--- config.mk ---
export PLATFORM = sky130hd
export DESIGN_NAME = interval_timer
export DESIGN_NICKNAME = d
export VERILOG_FILES = /design/src/rtl/interval_timer.sv
export SDC_FILE = /design/constraint.sdc
export NUM_CORES = 1
export LEC_CHECK = 0
export ABC_AREA = 1
export BUFFER_PORTS_ARGS = -buffer_cell sky130_fd_sc_hd__buf_2
export CAP_MARGIN = 10
export CORE_MARGIN = 2
export CORE_UTILIZATION = 50
export DETAILED_ROUTE_END_ITERATION = 7
export HOLD_SLACK_MARGIN = 0.15
export PLACE_DENSITY = 0.81
export SLEW_MARGIN = 25
export SYNTH_ARGS = -nofsm -noshare
export SYNTH_HDL_FRONTEND = slang
export SYNTH_SLANG_ARGS = --single-unit
--- constraint.sdc ---
create_clock -name clk -period 2.2 [get_ports clk]
set_input_delay 0.11 -clock clk [delete_from_list [all_inputs] [get_ports clk]]
set_output_delay 0.11 -clock clk [all_outputs]
set_load 0.02 [all_outputs]
--- src/rtl/interval_timer.sv ---
// Interval timer: a prescaler divides clk down to one tick per PERIOD cycles and an
// elapsed-tick counter runs either free (periodic) or up to a latched limit (one-shot).
module interval_timer #(
   parameter int FREQUENCY = 100_000_000,
   parameter int TICK_HZ   = 1,
   parameter int COUNT_W   = 32
) (
   input  logic               clk,
   input  logic               rst_i,
   input  logic               start_i,
   input  logic               stop_i,
   input  logic               clear_i,
   input  logic               mode_i,
   input  logic [COUNT_W-1:0] limit_i,
   output logic               tick_o,
   output logic [COUNT_W-1:0] elapsed_o,
   output logic               expired_o,
   output logic               running_o
);

   localparam int PERIOD = FREQUENCY / TICK_HZ;
   localparam int PW     = (PERIOD < 2) ? 1 : $clog2(PERIOD);
   localparam logic [PW-1:0] PRESC_MAX = PW'(PERIOD - 1);

   if (PERIOD < 2 || (FREQUENCY % TICK_HZ) != 0) begin : g_bad_period
      $fatal(1, "interval_timer: PERIOD must be >= 2 and FREQUENCY divisible by TICK_HZ");
   end

   typedef enum logic [1:0] {IDLE, RUN, HOLD, DONE} state_t;

   state_t             state_q;
   logic [PW-1:0]      presc_q;
   logic [COUNT_W-1:0] elapsed_q;
   logic [COUNT_W-1:0] limit_q;
   logic               mode_q;
   logic               tick_q;
   logic               expired_q;

   logic [COUNT_W-1:0] elapsed_d;
   logic               launch;
   logic               wrap;

   always_comb begin
      elapsed_d = elapsed_q + 1'b1;
      wrap      = (presc_q == PRESC_MAX);
      // In DONE stop_i is ignored, so only IDLE lets stop_i veto a start.
      launch    = ((state_q == IDLE) && start_i && !stop_i) ||
                  ((state_q == DONE) && start_i);
   end

   always_ff @(posedge clk) begin
      if (rst_i) begin
         state_q   <= IDLE;
         presc_q   <= '0;
         elapsed_q <= '0;
         limit_q   <= '0;
         mode_q    <= 1'b0;
         tick_q    <= 1'b0;
         expired_q <= 1'b0;
      end else if (clear_i) begin
         state_q   <= IDLE;
         presc_q   <= '0;
         elapsed_q <= '0;
         tick_q    <= 1'b0;
         expired_q <= 1'b0;
      end else begin
         tick_q <= 1'b0;
         if (launch) begin
            mode_q    <= mode_i;
            limit_q   <= limit_i;
            presc_q   <= '0;
            elapsed_q <= '0;
            // A one-shot with a zero limit is already satisfied: finish without ticking.
            if (mode_i && (limit_i == '0)) begin
               state_q   <= DONE;
               expired_q <= 1'b1;
            end else begin
               state_q   <= RUN;
               expired_q <= 1'b0;
            end
         end else begin
            case (state_q)
               RUN: begin
                  if (stop_i) begin
                     state_q <= HOLD;
                  end else if (wrap) begin
                     presc_q   <= '0;
                     elapsed_q <= elapsed_d;
                     tick_q    <= 1'b1;
                     if (mode_q && (elapsed_d == limit_q)) begin
                        state_q   <= DONE;
                        expired_q <= 1'b1;
                     end
                  end else begin
                     presc_q <= presc_q + 1'b1;
                  end
               end
               HOLD: begin
                  if (!stop_i && start_i) begin
                     state_q <= RUN;
                  end
               end
               default: begin
                  state_q <= state_q;
               end
            endcase
         end
      end
   end

   assign tick_o    = tick_q;
   assign elapsed_o = elapsed_q;
   assign expired_o = expired_q;
   assign running_o = (state_q == RUN);

endmodule
==> flow_summary.yaml, run 1 <==
run_status:
  status: "complete, but fails checks"
  violations: "negative setup slack"
placement:
  post-place-cells: 1111
  place_congestion: 0.9619
  port_buffers: 72
  place_ws_ns: -0.1106
  place_area_mm2: 0.006395
  hpwlAfterDp_um: 12040
sta:
  maxSlewViolCount: 0
  slew_headroom_pct: 65.02
  hold_viol_final: 0
  rsz0062_at_grt: "yes"
  worst_slew_pin_slew_ns: 0.5241
  finalSetupViolations: 2
  fmax_ghz: 0.4453
  skew_ns: 0.007406
  worst_slack_ns: -0.04561
  period_minus_slack_ns: 2.246
  fin_crit_sh_pct: 102.1
layout:
  seqCellArea_mm2: 0.001946
  final_nets: 1069
  area_growth_pct: 35.33
  mostFrequentLayoutCell: "nand2_1"
  finish.instance_area_mm2: 0.007279
  final_cell_mix: "nand2_1, inv_1, dfxtp_1"
  instances_no_fill: 1169
  multi_input_area_mm2: 0.003162
  diodes: 0
  drive_gt1_share_pct: 24.20
  fillers: 856
min_path:
  hp-class: "in2reg"
  hold-path-cell-count: 5
drt:
  wl_per_cell_um: 15.18
  drt_iter0_drc: 434
  vias_per_cell: 5.437
  drt_wl_total_um: 17750
  vias: 6356
  ant_nets: 0
  drc: 0
  firstDrtPassIters: 8
logic_synthesis:
  ys_seq_elements: 96
  yosysTopAreaCellShare_pct: 35.73
  synth_area_mm2: 0.005379
  syn_inst: 850
  ys_top_cells_by_area: "dfxtp_1, nand2_1, inv_1"
  ys_seq_area_share_pct: 35.73
  ys_types: 36
  syn-num-nets: 890
  ys.warnings.count: 0
  syn_area_per_cell_um2: 6.328
  synth.largest_area_cell: "dfxtp_1"
cts:
  clk_latency_ns: 0.38
  clockBufferDepth: 2
  cts_inserted_buffers: 9
  cts_sinks: 96
  clock-root-buffer: "clkbuf_8"
  path_clk_slew_ns: 0.09
  tritoncts: "yes"
  htree_levels: 3
run:
  cap_viol_max_count: 0
critical_path:
  crit_path_start_kind: "flip-flop"
  r2r_cells: 19
  critPathArrivalTime_ns: 2.53
  endpoint_kind: "flip-flop"
  path_class: "reg2reg"
  worst_ep_required_time_ns: 2.49
  critPathMaxFanout: 6
grt:
  overflow: 0
  track_usage_pct: 30.36
  grt_pass1_vias: 6072
  antenna_found_initial: 0
  grt_max_degree: 47
  grt_pass1_wl_um: 27670
floorplanning:
  die_h_um: 107.7
  io_pins: 73
  core_area_mm2: 0.01037
  start_util_pct: 51.87
  die-area_mm2: 0.01160
  die_w_um: 107.7
  row_count: 37
power_and_ir_drop:
  ir_drop_mv: 0.4460
  powerDensity_mw_per_mm2: 471.1
  p_leak_nw: 3.145
path summary, 6_finish.rpt:
check	startpoint	to	slack (ns)
hold reg to reg	presc_q[5]$_SDFFE_PP0P_	presc_q[5]$_SDFFE_PP0P_	0.47
setup reg to reg	elapsed_o[0]$_SDFFE_PP0P_	state_q[1]$_SDFFE_PP0P_	-0.05
setup / recovery	elapsed_o[0]$_SDFFE_PP0P_	state_q[1]$_SDFFE_PP0P_	-0.05
hold / removal	start_i	expired_o$_SDFFE_PP0P_	0.21
critical path, cell delays in order, from the launching register on:
cell	delay [ns]
dfxtp_4	0.36
ha_4	0.16
nand2_2	0.10
nor2_4	0.04
buf_12	0.14
nand2_4	0.09
buf_4	0.13
nand2_1	0.06
nand3_1	0.08
nand2_1	0.06
inv_1	0.08
nand3_1	0.08
nor2_2	0.13
nand2_1	0.08
nor2_2	0.10
nand3_2	0.11
o21bai_4	0.16
nand3_2	0.08
nand2_1	0.06
nor2_1	0.03
per-stage QoR:
stage | utilization, % | hold slack [ns] | total power (W) | setup TNS, ns
after global routing | 70.20 | 0.2695 | 0.003539 | -1.407
after CTS | 68.17 | 0.1851 | 0.003408 | 0
after floorplan | - | 0.2376 | 0.002009 | 0
after detailed placement | 61.67 | 0.3560 | 0.002128 | -0.2062
final | 70.20 | 0.2111 | 0.003429 | -0.05152
after global placement | 61.67 | 0.3501 | 0.002122 | -0.04342
report_power, final:
part	total [W]	internal, W	leakage, nW	switching [W]
registers	0.00180	0.00177	0.785	0.0000291
logic	0.000366	0.000157	2.26	0.000209
clock network	0.00126	0.000632	0.103	0.000627
total	0.00343	0.00256	3.15	0.000865
per-layer routing:
| metal | share of wire, % | GRT usage (%) | vias up |
|---|---|---|---|
| li1 | - | - | 3082 |
| met1 | 38 | 34.28 | 2865 |
| met2 | 48 | 52.34 | 329 |
| met3 | 8.4 | 7.869 | 80 |
| met4 | 5.2 | 15.84 | 0 |
| met5 | 0 | 0 | - |
layout make-up:
type                            instances  share of cell area, %
Clock buffer                           11                  1.805
Clock inverter                          4                 0.9625
Inverter                              121                  6.239
Multi-Input combinational cell        617                  43.43
Sequential cell                        96                  26.73
Tap cell                              136                  2.338
Timing Repair Buffer                  184                  18.49
cells in the mapped netlist:
master and count:
a22oi_1 1, and3_1 1, o21bai_1 1, o22ai_1 15, dfxtp_1 96, inv_1 119
inv_2 1, nand2_2 4, nor2_1 94, xor2_1 4, and2_1 1, nand3b_1 5
nor2_2 7, xnor3_1 2, nand4_1 9, nor4_1 9, ha_1 2, a21oi_1 45
nor3_1 7, nor2_4 11, nor3b_1 2, a211oi_1 1, o21ai_1 2, o21ai_0 62
clkinv_1 1, nand3_2 1, o21bai_2 1, xnor2_1 4, nand2_4 3, nor4b_1 1
or2_2 1, o2111ai_1 1, nand2_1 242, nand3_1 76, o21a_1 2, clkbuf_1 16
sequential cells by signal, indices dropped and copies added (netlist names):
register / count
tick_o: 1
limit_q: 32
presc_q: 27
elapsed_o: 32
mode_q: 1
state_q: 2
expired_o: 1
kinds of logic (layout without fill, tap and decap cells):
| family | after synthesis | count (layout) | share of synthesized area, % |
|---|---|---|---|
| XOR/XNOR | 10 | 10 | 2.140 |
| adder cells (fa/ha/maj) | 2 | 2 | 0.4652 |
| buffers and inverters | 137 | 320 | 9.560 |
| AO/OA/AOI/OAI | 131 | 131 | 12.96 |
| AND/OR/NAND/NOR | 474 | 474 | 39.15 |
| flip-flops | 96 | 96 | 35.73 |
what timing repair did:
| item | CTS | global route |
|---|---|---|
| gates cloned | 0 | 0 |
| resized for setup | 19 | 61 |
| hold endpoints to repair | 36 | 0 |
| buffers inserted | 3 | 3 |
| hold buffers | 37 | 0 |
| pin swaps | 9 | 22 |
| setup endpoints to repair | 3 | 13 |
No activity file was read; power rests on OpenSTA's default activity.
==> run 2, diff against run 1 <==
==> constraint.sdc (replaced) <==
create_clock -name clk -period 2.2 [get_ports clk]
set_input_delay 0.22 -clock clk [delete_from_list [all_inputs] [get_ports clk]]
set_output_delay 0.22 -clock clk [all_outputs]
set_load 0.02 [all_outputs]
==> flow_summary.yaml, run 2 (synthesis results as in run 1) <==
run:
  cap_viol_max_count: 0
grt:
  track_usage_pct: 28.59
  grt_pass1_wl_um: 25990
  grt_pass1_vias: 5594
  overflow: 0
  grt_max_degree: 47
  antenna_found_initial: 0
floorplanning:
  row_count: 37
  die_h_um: 107.7
  io_pins: 73
  start_util_pct: 51.87
  die-area_mm2: 0.01160
  die_w_um: 107.7
  core_area_mm2: 0.01037
drt:
  firstDrtPassIters: 5
  wl_per_cell_um: 14.13
  drc: 0
  drt_wl_total_um: 16270
  vias_per_cell: 5.278
  drt_iter0_drc: 472
  ant_nets: 0
  vias: 6080
sta:
  fin_crit_sh_pct: 101.1
  worst_slack_ns: -0.02477
  fmax_ghz: 0.4495
  period_minus_slack_ns: 2.225
  rsz0062_at_grt: "yes"
  hold_viol_final: 0
  whs_ns: 0.1453
  finalSetupViolations: 2
  slew_headroom_pct: 75.08
  maxSlewViolCount: 0
  worst_slew_pin_slew_ns: 0.3699
  setup_tns_ns: -0.04409
  skew_ns: 0.01331
layout:
  finish.instance_area_mm2: 0.006984
  drive_gt1_share_pct: 22.83
  final_cell_mix: "nand2_1, inv_1, dfxtp_1"
  final_nets: 1051
  area_growth_pct: 29.84
  instances_no_fill: 1152
  fin_util_pct: 67.35
  mostFrequentLayoutCell: "nand2_1"
  diodes: 0
cts:
  path_clk_slew_ns: 0.10
  tritoncts: "yes"
  clk_latency_ns: 0.39
  clockBufferDepth: 2
  htree_levels: 3
  clock-root-buffer: "clkbuf_8"
  cts_sinks: 96
  cts_inserted_buffers: 9
power_and_ir_drop:
  combPwrFrac_pct: 10.0
  p_clk_share_pct: 36.5
  powerDensity_mw_per_mm2: 483.8
  p_leak_nw: 3.021
  swShare_pct: 26.54
  power_frac_seq_pct: 53.4
  ir_drop_mv: 0.5762
  p_switching_w: 0.0008967
  p_int_w: 0.002482
critical_path:
  endpoint_kind: "flip-flop"
  path_class: "reg2reg"
  critPathMaxFanout: 3
  rrSetupSlack_ns: -0.02
  path_buf_inv: 2
  slowest_delay_ns: 0.38
  crit_family: "simple AND/OR/NAND/NOR gates"
  critPathArrivalTime_ns: 2.52
  cp_common_cell: "nand2_1"
  crit_path_start_kind: "flip-flop"
  cp_slowest_cell: "dfxtp_2"
  cp_cell_sequence: "ha_4 -> nand2_4 -> buf_4 -> buf_4 -> nand2_1 -> nand2_1 -> nand2_1 -> nand2_1 -> nor2_1 -> nand3_1 -> nor2_1 -> nand2_1 -> nor2_1 -> nand3_2 -> o21bai_4 -> nand3_2 -> nand2_1 -> nor2_1"
  worst_ep_required_time_ns: 2.49
placement:
  post-place-cells: 1111
  hpwlAfterDp_um: 11920
  place_congestion: 0.9624
  port_buffers: 72
  place_area_mm2: 0.006395
min_path:
  hp-class: "in2reg"
run_status:
  status: "complete, but fails checks"
  violations: "negative setup slack"
[run 2: cell count changes in the layout (fill, tap and decap cells not counted), moves of 4 or more]
cell	previous run	this run
dfxtp_1	83	89
dlygate4sd3_1	37	18
buf_4	68	73
nand2_2	12	7
nand3_1	64	68
nand2_1	230	237
[run 2: per-stage QoR]
stage               total power [W]  setup slack, ns
finish                     0.003379         -0.02477
global route               0.003498          -0.1984
detailed placement         0.002129         -0.07525
floorplan                  0.002009          0.07702
CTS                        0.003350        -0.003578
global placement           0.002123         -0.03956
[run 2: power groups by stage]
stage                     clock network (W)  logic, W  registers (W)
after detailed placement                  0  0.000284        0.00184
final                               0.00123  0.000339        0.00181
after global routing                0.00131  0.000375        0.00181
after CTS                           0.00124  0.000310        0.00180
after global placement                    0  0.000279        0.00184
after floorplan                           0  0.000172        0.00184
[run 2: repair_timing]
item / 4_1_cts / 5_1_grt
hold endpoints to repair: 19 / 0
endpoints found under the setup margin: 3 / 8
hold buffers: 18 / 0
gates resized for setup: 17 / 29
buffers inserted: 1 / 6
pin swaps: 10 / 18
[run 2: per-layer routing]
layer / global-route usage [%] / wire length (um) / up-vias
li1: - / - / 3062
met1: 34.82 / 6660 / 2721
met2: 47.71 / 7696 / 240
met3: 6.174 / 1245 / 57
met4: 13.83 / 671 / 0
met5: 0 / 0 / -
[run 2: final timing paths]
| path | start | to | depth (start not counted) |
|---|---|---|---|
| max reg2reg | elapsed_o[1]$_SDFFE_PP0P_ | state_q[1]$_SDFFE_PP0P_ | 18 |
| min reg2reg | limit_q[29]$_SDFFE_PP0P_ | limit_q[29]$_SDFFE_PP0P_ | 2 |
| max | elapsed_o[1]$_SDFFE_PP0P_ | state_q[1]$_SDFFE_PP0P_ | 18 |
| min | limit_i[18] | limit_q[18]$_SDFFE_PP0P_ | 3 |
[run 2: final cells by class]
type | count | area (um2)
tap | 136 | 170.2
multi-input combinational | 617 | 3082
timing repair buffer | 166 | 1140
clock buffer | 10 | 137.6
inverter | 121 | 457.9
sequential | 96 | 1931
fill | 895 | 3386
clock inverter | 6 | 66.31
[run 2: worst min-delay path, cell delays in order]
cell	delay (ns)
buf_2	0.10
o21ai_0	0.08
a21oi_1	0.11
